===== config.mk =====
export PLATFORM = sky130hd
export DESIGN_NAME = wb_matrix_engine_flat
export DESIGN_NICKNAME = d
export VERILOG_FILES = /design/src/rtl/wb_matrix_engine_if.sv /design/src/rtl/wb_matrix_engine.sv /design/src/flat_wrapper.sv
export SDC_FILE = /design/constraint.sdc
export NUM_CORES = 2
export LEC_CHECK = 0
export ABC_CLOCK_PERIOD_IN_PS = 24100
export CAP_MARGIN = 25
export CORE_AREA = 2 2 604 606
export DETAILED_ROUTE_END_ITERATION = 7
export DIE_AREA = 0 0 606 608
export MAX_ROUTING_LAYER = met4
export PLACE_DENSITY = 0.5
export SLEW_MARGIN = 40
export SYNTH_ARGS = -nofsm -noshare
export SYNTH_HDL_FRONTEND = slang
export SYNTH_SLANG_ARGS = --single-unit

===== constraint.sdc =====
create_clock -name wb_clk_i -period 24.1 [get_ports wb_clk_i]
set_clock_uncertainty 0.2 [all_clocks]
set_input_delay 4.82 -clock wb_clk_i [delete_from_list [all_inputs] [get_ports wb_clk_i]]
set_output_delay 4.82 -clock wb_clk_i [all_outputs]
set_load 0.005 [all_outputs]

===== src/rtl/wb_matrix_engine_if.sv =====
// wb_matrix_engine_if: Wishbone classic bus bundle between a master and the matrix engine
interface wb_matrix_engine_if;
  logic        cyc;
  logic        stb;
  logic        we;
  logic [31:0] addr;
  logic [31:0] dat_w;
  logic        ack;
  logic [31:0] dat_r;
  modport master(output cyc, stb, we, addr, dat_w, input ack, dat_r);
  modport slave(input cyc, stb, we, addr, dat_w, output ack, dat_r);
endinterface


===== src/rtl/wb_matrix_engine.sv =====
// wb_matrix_engine: Wishbone-slave matrix coprocessor (MUL/ADD/RELU) with one MAC per cycle
module wb_matrix_engine #(
  parameter logic [31:0] ADDR_OFFSET = 32'h3010_0000,
  parameter int          DATA_W      = 32,
  parameter int          MAX_DIM     = 4
) (
  input  logic              wb_clk_i,
  input  logic              wb_rst_i,
  wb_matrix_engine_if.slave wb,
  output logic              irq_o
);
  localparam int D2 = MAX_DIM * MAX_DIM;
  localparam int IW = (D2 > 1) ? $clog2(D2) : 1;
  localparam int ACC_W = 2 * DATA_W + $clog2(MAX_DIM);
  localparam logic [31:0] A0 = 32'(16);
  localparam logic [31:0] B0 = 32'(16 + D2);
  localparam logic [31:0] C0 = 32'(16 + 2 * D2);
  localparam logic [31:0] NW = 32'(16 + 3 * D2);
  localparam logic [7:0] MD = 8'(MAX_DIM);

  typedef enum logic [1:0] {IDLE, CHECK, RUN, DONE} state_t;
  state_t state_q, state_d;

  logic [DATA_W-1:0] a_q [D2];
  logic [DATA_W-1:0] b_q [D2];
  logic [DATA_W-1:0] c_q [D2];
  logic [2:0] op_q;
  logic irq_en_q, done_q, err_q, ack_q, held_q;
  logic [7:0] m_q, k_q, n_q, i_q, j_q, kk_q;
  logic [31:0] cycles_q, rdata_q, off, w, rd;
  logic signed [ACC_W-1:0] acc_q, prod;
  logic signed [DATA_W-1:0] mul_a, mul_b;
  logic [DATA_W-1:0] ea_v, eb_v, ew;
  logic mapped, in_a, in_b, in_c, req, wr_ok, start, busy, is_mul, chk_err;
  logic last_col, last_row, run_last;
  logic [IW-1:0] ea, eb, ec;
  logic unused_bits;

  function automatic logic [IW-1:0] ix(input logic [7:0] r, input logic [7:0] c);
    return IW'(32'(r) * MAX_DIM + 32'(c));
  endfunction

  assign off = wb.addr - ADDR_OFFSET;
  assign w = {2'b00, off[31:2]};
  assign unused_bits = ^off[1:0];
  assign mapped = (wb.addr >= ADDR_OFFSET) && (w < NW);
  assign in_a = mapped && w >= A0 && w < B0;
  assign in_b = mapped && w >= B0 && w < C0;
  assign in_c = mapped && w >= C0;
  assign ea = IW'(w - A0);
  assign eb = IW'(w - B0);
  assign ec = IW'(w - C0);
  // held_q blocks a strobe kept high past its ack from being serviced again
  assign req = wb.cyc & wb.stb & ~ack_q & ~held_q;
  assign busy = state_q != IDLE;
  assign wr_ok = req & wb.we & mapped & ~busy;
  assign start = wr_ok && w == 32'd0 && wb.dat_w[0];
  assign is_mul = op_q == 3'd1;
  assign chk_err = m_q == 8'd0 || m_q > MD || k_q == 8'd0 || k_q > MD ||
                   (is_mul && (n_q == 8'd0 || n_q > MD)) || op_q == 3'd0 || op_q > 3'd3;
  assign last_col = j_q == (is_mul ? n_q : k_q) - 8'd1;
  assign last_row = i_q == m_q - 8'd1;
  assign run_last = last_col && last_row && (!is_mul || kk_q == k_q);
  assign mul_a = a_q[ix(i_q, kk_q)];
  assign mul_b = b_q[ix(kk_q, j_q)];
  assign prod = ACC_W'(mul_a) * ACC_W'(mul_b);
  assign ea_v = a_q[ix(i_q, j_q)];
  assign eb_v = b_q[ix(i_q, j_q)];
  assign ew = op_q == 3'd2 ? ea_v + eb_v : (ea_v[DATA_W-1] ? '0 : ea_v);
  assign irq_o = irq_en_q & (done_q | err_q);
  assign wb.ack = ack_q;
  assign wb.dat_r = rdata_q;

  always_comb begin
    rd = !mapped     ? 32'd0 :
         w == 32'd0  ? {27'b0, irq_en_q, op_q, 1'b0} :
         w == 32'd1  ? {29'b0, err_q, done_q, busy} :
         w == 32'd2  ? {8'b0, n_q, k_q, m_q} :
         w == 32'd3  ? cycles_q :
         in_a        ? 32'(a_q[ea]) :
         in_b        ? 32'(b_q[eb]) :
         in_c        ? 32'(c_q[ec]) : 32'd0;
  end

  always_comb begin
    state_d = state_q == IDLE  ? (start ? CHECK : IDLE) :
              state_q == CHECK ? (chk_err ? IDLE : RUN) :
              state_q == RUN   ? (run_last ? DONE : RUN) : IDLE;
  end

  always_ff @(posedge wb_clk_i) begin
    if (wb_rst_i) begin
      state_q  <= IDLE;
      ack_q    <= 1'b0;
      held_q   <= 1'b0;
      rdata_q  <= '0;
      op_q     <= '0;
      irq_en_q <= 1'b0;
      done_q   <= 1'b0;
      err_q    <= 1'b0;
      m_q      <= '0;
      k_q      <= '0;
      n_q      <= '0;
      i_q      <= '0;
      j_q      <= '0;
      kk_q     <= '0;
      cycles_q <= '0;
      acc_q    <= '0;
      for (int x = 0; x < D2; x++) begin
        a_q[x] <= '0;
        b_q[x] <= '0;
        c_q[x] <= '0;
      end
    end else begin
      state_q <= state_d;
      ack_q   <= req;
      held_q  <= wb.cyc & wb.stb & (ack_q | held_q);
      rdata_q <= (req && !wb.we) ? rd : '0;
      if (wr_ok && w == 32'd0) begin
        op_q     <= wb.dat_w[3:1];
        irq_en_q <= wb.dat_w[4];
      end
      if (start) begin
        done_q   <= 1'b0;
        err_q    <= 1'b0;
        cycles_q <= '0;
      end
      if (wr_ok && w == 32'd2) {n_q, k_q, m_q} <= wb.dat_w[23:0];
      if (wr_ok && in_a) a_q[ea] <= wb.dat_w[DATA_W-1:0];
      if (wr_ok && in_b) b_q[eb] <= wb.dat_w[DATA_W-1:0];
      if (state_q == CHECK) begin
        i_q   <= '0;
        j_q   <= '0;
        kk_q  <= '0;
        acc_q <= '0;
        err_q <= chk_err;
      end
      if (state_q == RUN) begin
        cycles_q <= &cycles_q ? cycles_q : cycles_q + 32'd1;
        if (is_mul && kk_q != k_q) begin
          acc_q <= acc_q + prod;
          kk_q  <= kk_q + 8'd1;
        end else begin
          c_q[ix(i_q, j_q)] <= is_mul ? acc_q[DATA_W-1:0] : ew;
          acc_q <= '0;
          kk_q  <= '0;
          j_q   <= last_col ? 8'd0 : j_q + 8'd1;
          i_q   <= last_col ? i_q + 8'd1 : i_q;
        end
      end
      if (state_q == DONE) done_q <= 1'b1;
    end
  end
endmodule


===== src/flat_wrapper.sv =====
// flat-port wrapper written by rule: the top's interface ports become plain ports
module wb_matrix_engine_flat 
#(
  parameter logic [31:0] ADDR_OFFSET = 32'h3010_0000,
  parameter int          DATA_W      = 32,
  parameter int          MAX_DIM     = 4
)
  (wb_clk_i, wb_rst_i, irq_o, wb_cyc, wb_stb, wb_we, wb_addr, wb_dat_w, wb_ack, wb_dat_r);
  wb_matrix_engine_if wb_i ();
  input  logic wb_clk_i;
  input  logic wb_rst_i;
  output logic irq_o;
  input wire logic [$bits(wb_i.cyc)-1:0] wb_cyc;
  input wire logic [$bits(wb_i.stb)-1:0] wb_stb;
  input wire logic [$bits(wb_i.we)-1:0] wb_we;
  input wire logic [$bits(wb_i.addr)-1:0] wb_addr;
  input wire logic [$bits(wb_i.dat_w)-1:0] wb_dat_w;
  output wire logic [$bits(wb_i.ack)-1:0] wb_ack;
  output wire logic [$bits(wb_i.dat_r)-1:0] wb_dat_r;
  assign wb_i.cyc = wb_cyc;
  assign wb_i.stb = wb_stb;
  assign wb_i.we = wb_we;
  assign wb_i.addr = wb_addr;
  assign wb_i.dat_w = wb_dat_w;
  assign wb_ack = wb_i.ack;
  assign wb_dat_r = wb_i.dat_r;
  wb_matrix_engine #(.ADDR_OFFSET(ADDR_OFFSET), .DATA_W(DATA_W), .MAX_DIM(MAX_DIM)) u_core (.wb_clk_i(wb_clk_i), .wb_rst_i(wb_rst_i), .wb(wb_i), .irq_o(irq_o));
endmodule

* Word level (Yosys, flattened, before mapping)
Memory sizes are Yosys's and may differ from the RTL's. Cells that the tools add are included.
Storage, ports and cells: input port bits 69, bits in writable memories 1536, memories 3, flip-flop bits (word level) 188, output and inout bits 34
Memory list:
- u_core.a_q | words 16, width 32, read ports 3, clocked after memory_dff 0, wr ports 16, RTL line wb_matrix_engine.sv:24 | logic [DATA_W-1:0] a_q [D2];
- u_core.b_q | words 16, width 32, read ports 3, clocked after memory_dff 0, wr ports 16, RTL line wb_matrix_engine.sv:25 | logic [DATA_W-1:0] b_q [D2];
- u_core.c_q | words 16, width 32, read ports 1, clocked after memory_dff 0, wr ports 16, RTL line wb_matrix_engine.sv:26 | logic [DATA_W-1:0] c_q [D2];
Operators by class: equality and inequality tests 14, bitwise logic cells 15, reduce and logical (&&, ||, !) cells 46, magnitude comparators 11, muxes and demuxes 58, $mul 1, $add $sub $neg 15
Operators with widths (number):
- $mux W32 | 12
- $mux W66 | 3
- $mux W8 | 12
- $reduce_or A32 Y1 | 3
- $add A66 B66 Y66 | 1
- $mul A32 B32 Y64 | 1
- $eq A30 B2 Y1 const B | 2
- $ge A30 B6 Y1 const B | 2
- $lt A30 B6 Y1 const B | 2
- $add A32 B1 Y32 const B | 1
- $add A32 B32 Y32 | 1
- $ge A32 B30 Y1 const B | 1
- $logic_not A32 Y1 | 1
- $reduce_and A32 Y1 | 1
- $sub A32 B30 Y32 const B | 1
- $mux W31 | 1
- $eq A30 B1 Y1 const B | 1
- $ge A30 B5 Y1 const B | 1
- $lt A30 B7 Y1 const B | 1
- $add A8 B1 Y8 const B | 3
- $eq A8 B8 Y1 | 3
- $gt A8 B3 Y1 const B | 3
- $logic_not A8 Y1 | 3
- $mux W24 | 1
- other kinds (29) | 99

* Logic depth before layout (Yosys ltp)
word-level depth 12, mapped depth 49, mapped depth without buffers 43

* Worst setup path after synthesis
OpenSTA, ideal clock, no wires.
path kind reg-to-reg, start point register u_core.j_q[2], end point register u_core.acc_q[31], period minus slack after synthesis 11287 ps, data arrival time 10968 ps, cell stages (with the launch flop) 41, slack 12813 ps, path buffers 6, cells stage by stage dfxtp_1 > ha_1 > buf_2 > buf_1 > clkbuf_1 > clkbuf_1 > clkbuf_1 > nand3_1 > o21ai_1 > clkbuf_1 > nor2_1 > fa_1 > fa_1 > fa_1 > inv_1 > fa_1 > inv_1 > fa_1 > (+5 left out) > fa_1 > inv_1 > ha_1 > a2111oi_0 > o21ai_0 > o311ai_0 > nand2_1 > or2_2 > a21oi_1 > xnor2_1 > ha_1 > and3_1 > a311oi_1 > o21ai_0 > a31oi_1 > xnor2_1 > xnor2_1 > o21ai_1
On the way: cells in the longest elaborated chain, start to end 6
Ends and longest elaborated chain:
- start: declaration | RTL line wb_matrix_engine.sv:29 | logic [7:0] m_q, k_q, n_q, i_q, j_q, kk_q;
- start signal: assignment | RTL line wb_matrix_engine.sv:147 | j_q <= last_col ? 8'd0 : j_q + 8'd1;
- $add A4 B4 Y4 | RTL line wb_matrix_engine.sv:40 | return IW'(32'(r) * MAX_DIM + 32'(c));
- $mem_v2 Z16 W32
- $mul A32 B32 Y64 | RTL line wb_matrix_engine.sv:66 | assign prod = ACC_W'(mul_a) * ACC_W'(mul_b);
- $add A66 B66 Y66 | RTL line wb_matrix_engine.sv:141 | acc_q <= acc_q + prod;
- $mux W66 | RTL line wb_matrix_engine.sv:140 | if (is_mul && kk_q != k_q) begin
- $mux W66 | RTL line wb_matrix_engine.sv:138 | if (state_q == RUN) begin
- end signal: assignment | RTL line wb_matrix_engine.sv:141
- end: declaration | RTL line wb_matrix_engine.sv:31 | logic signed [ACC_W-1:0] acc_q, prod;
No other way between the ends. A chain may end at the register's enable or synchronous reset.

* Worst setup path after layout
start point register u_core.j_q[0], end point register u_core.acc_q[31]
The elaborated chain is that of the path after synthesis.

==> metrics.md <==
| Metric | Value |
|---|---|
| Status | `complete, no violations` |
| Worst Tran Pin Value | `around 0.90 ns` |
| Clock slew at reported path FFs | `0.07 ns` |
| Placer congestion estimate | `0.9293` |
| P_sw | `2555 uW` |
| Most used cell, CP | `fa_1` |
| Largest net degree at the start of global routing | `around 120` |
| Fin. max-slew vios | `0` |
| Lkg Pwr | `between 0.04 and 0.05 uW` |
| Post-DR wirelength/cell | `approximately 31 um` |
| Async SR Flop Fraction | `0%` |
| Clk pwr share | `35.3%` |
| Setup-failing EPs final | `0` |
| RSZ-0062 raised after global routing | `false` |
| P_int | `5831 uW` |
| Die area | `between 0.3 and 0.4 mm2` |
| Die width | `between 600 and 700 um` |
| First-pass GRT wire length | `around 580 mm` |
| DR pass1 iterations | `6` |
| CTS Buf Count | `roughly 200` |
| Layout net count | `approximately 9000` |
| Max Fanout on Critical Path | `45` |
| Fin. Hold Viols | `0` |
| CTS Hold Bufs | `0` |
| Post-Syn Instances | `around 8300` |
| Post-CTS Setup Inserts | `0` |
| Initial Utilization | `approximately 30%` |
| Synth Flop Type | `edfxtp_1` |
| # IOs | `~100` |
| Max-slew headroom | `39.44%` |
| IO Port Bufs | `100` |
| Sum of negative setup slack | `0 ns` |
| Synthesized Nets | `9037` |
| Post-cts resize count | `0` |
| Setup crit end kind | `flop` |
| Worst-Skew Late Latency | `around 0.9 ns` |
| Remaining antenna violation count | `0` |
| Routed WL | `between 400 and 500 mm` |
| Overall routing resource usage | `a little under a quarter` |
| Max cap viols | `0` |
| Initial antenna violation count | `36` |
| CP max-delay cell | `buf_4` |
| Synth warn | `0` |
| Combinational share of power | `25.2%` |
| Post-route clock period utilization | `a little under three fifths` |
| CTS tree | `done` |
| Post-synthesis sequential area ratio | `a little under half` |
| Fmax | `around 75 MHz` |
| Crit path required time | `approximately 25 ns` |
| Flop2flop setup slack | `10.70 ns` |
| Critical path class | `reg -> reg` |
| Synth unique cells | `84` |
| Commonest non-fill, non-tap cells in the layout | `edfxtp_1, and2_1, mux4_2` |
| HPWL Detailed | `~270 mm` |
| Startpoint types | `flop` |
| CTS Sinks | `1690` |
| Sequential Power Share | `about two fifths` |
| Core Area | `0.3617 mm2` |
| DR iter-0 viols | `roughly 8800` |
| Hold Path Class | `reg -> reg` |
| Site row count | `221` |
| # DRC | `0` |
| Max stage delay on crit path | `just over 0.7 ns` |
| Power per standard cell area | `68.89 mW/mm2` |
| Crit path DAT | `roughly 14 ns` |
| Via density | `between 5 and 6` |
| Via count | `72920` |
| #FFs+latches synth | `between 1500 and 2000` |
| WHS | `approximately 0.24 ns` |
| Vias in the first global route | `between 70000 and 80000` |
| Total overflow reported by the global router | `0` |
| Post-layout minimum cycle time | `around 13 ns` |
| Switching part of the total | `30.47%` |
| Layout cell share with drive strength beyond 1 | `20.31%` |
| Syn-to-layout area delta | `12.59%` |
| Most common cell after layout, fill and taps aside | `edfxtp_1` |
| VDD IR-drop max | `0.00009182 V` |
| Clock root buffer | `clkbuf_16` |
| Fill count | `around 35000` |
| Mean Syn Cell Area | `12.99 um2` |
| EDFF count, synth | `~1500` |
| DIE HEIGHT | `between 600 and 700 um` |
| Clock Tree Buf Depth | `4` |
| H-tree levels | `4` |
| Mapped cell area | `between 0.1 and 0.15 mm2` |
==> power groups by stage <==
stage	sequential [uW]	combinational, uW	clock [uW]
detailed placement	3370	2120	0
CTS	3310	2130	3000
finish	3310	2120	2960
global route	3320	2330	3100
floorplan	3360	1450	0
global placement	3360	2100	0
==> per-layer routing <==
layer / GRT usage, % / vias up / wire (um)
met1: 28.57 / 38620 / 160900
met4: 9.936 / 0 / 21160
met3: 4.859 / 785 / 37500
met5: - / - / 0
li1: - / 29850 / -
met2: 35.67 / 3674 / 192500
==> flip-flops by register name, indices dropped and copies added, names as in the netlist <==
name / cells
u_core.a_q: 512
u_core.acc_q: 32
u_core.b_q: 512
u_core.c_q: 512
u_core.cycles_q: 32
u_core.done_q: 1
u_core.err_q: 1
u_core.held_q: 1
u_core.i_q: 8
u_core.irq_en_q: 1
u_core.j_q: 8
u_core.k_q: 8
u_core.kk_q: 8
u_core.m_q: 8
u_core.n_q: 8
u_core.op_q: 3
u_core.state_q: 2
u_core.wb.ack: 1
u_core.wb.dat_r: 32
==> kinds of logic after synthesis <==
family,count (synthesis),share of synthesized area (%)
buf+inv,1338,5.078
compound gates,682,3.827
mux,1008,20.75
flops,1690,45.51
simple gates,2772,12.91
xor+xnor,194,1.648
fa+ha+maj,642,10.28
==> final cells by class <==
class / count / area, um2 / share of cell area [%]
Sequential cell: 1690 / 49220 / 40.43
Inverter: 663 / 2491 / 2.046
Antenna cell: 30 / 75.07 / 0.06167
Tap cell: 4794 / 5998 / 4.927
Clock inverter: 86 / 798.3 / 0.6557
Timing Repair Buffer: 370 / 3382 / 2.778
Clock buffer: 267 / 5376 / 4.416
Multi-Input combinational cell: 5298 / 54390 / 44.68
==> synth_stat cells, types with 9 or more instances <==
| cell | instances | area share (%) |
|---|---|---|
| or2_2 | 11 | 0.064 |
| o21ai_1 | 33 | 0.15 |
| dfxtp_1 | 154 | 2.9 |
| xnor2_1 | 111 | 0.90 |
| buf_1 | 58 | 0.20 |
| buf_6 | 27 | 0.28 |
| o31ai_1 | 9 | 0.062 |
| mux2i_1 | 23 | 0.21 |
| mux4_2 | 971 | 20 |
| edfxtp_1 | 1536 | 43 |
| o211ai_1 | 9 | 0.062 |
| o21ai_0 | 145 | 0.67 |
| a31oi_1 | 15 | 0.087 |
| or3_1 | 20 | 0.12 |
| nor2b_1 | 39 | 0.23 |
| nand3b_1 | 13 | 0.090 |
| a211oi_1 | 36 | 0.25 |
| nand2b_1 | 36 | 0.21 |
| nor2_1 | 799 | 2.8 |
| fa_1 | 410 | 7.6 |
| nor3_1 | 62 | 0.29 |
| nand3_1 | 121 | 0.56 |
| nand2_1 | 498 | 1.7 |
| and2_1 | 1083 | 6.3 |
| a221oi_1 | 13 | 0.11 |
| mux4_1 | 12 | 0.29 |
| o21a_1 | 16 | 0.11 |
| buf_4 | 19 | 0.13 |
| a21o_1 | 36 | 0.25 |
| a21oi_1 | 256 | 1.2 |
| xor2_1 | 76 | 0.62 |
| nor4_1 | 14 | 0.081 |
| a21boi_0 | 9 | 0.062 |
| nand4_1 | 15 | 0.087 |
| buf_2 | 59 | 0.27 |
| a22oi_1 | 40 | 0.28 |
| clkbuf_1 | 504 | 1.7 |
| o21bai_1 | 11 | 0.076 |
| inv_1 | 659 | 2.3 |
| ha_1 | 232 | 2.7 |
| and3_1 | 35 | 0.20 |
==> critical path: cells and delay by family, from the launching register on <==
kind                     cells  cell delay [ns]
adder cells (fa/ha/maj)     10             4.75
buffers and inverters       11             2.87
AO/OA/AOI/OAI                9             2.67
AND/OR/NAND/NOR              6             0.93
multiplexers                 1             0.66
XOR/XNOR                     3             0.51
flip-flops                   1             0.49
==> through the flow <==
step           utilization, %  total power (uW)  setup slack, ns  area, um2  cells
6_report                33.66              8386            10.70     121700  13200
5_1_grt                 33.65              8751            9.882     121700  13190
4_1_cts                 33.57              8442            10.59     121400  13160
3_5_place_dp            31.87              5490            10.65     115300  12810
3_3_place_gp            31.77              5465            10.26     114900  12790
2_1_floorplan               -              4812            12.81     108100   8326
==> path summary, 6_finish.rpt <==
path | start | endpoint | depth (start not counted)
hold / removal | u_core.held_q | u_core.wb.ack | 1
setup reg to reg | u_core.j_q[0] | u_core.acc_q[31] | 40
hold reg to reg | u_core.held_q | u_core.wb.ack | 1
setup / recovery | u_core.j_q[0] | u_core.acc_q[31] | 40
Power figures use the tool's default switching activity.
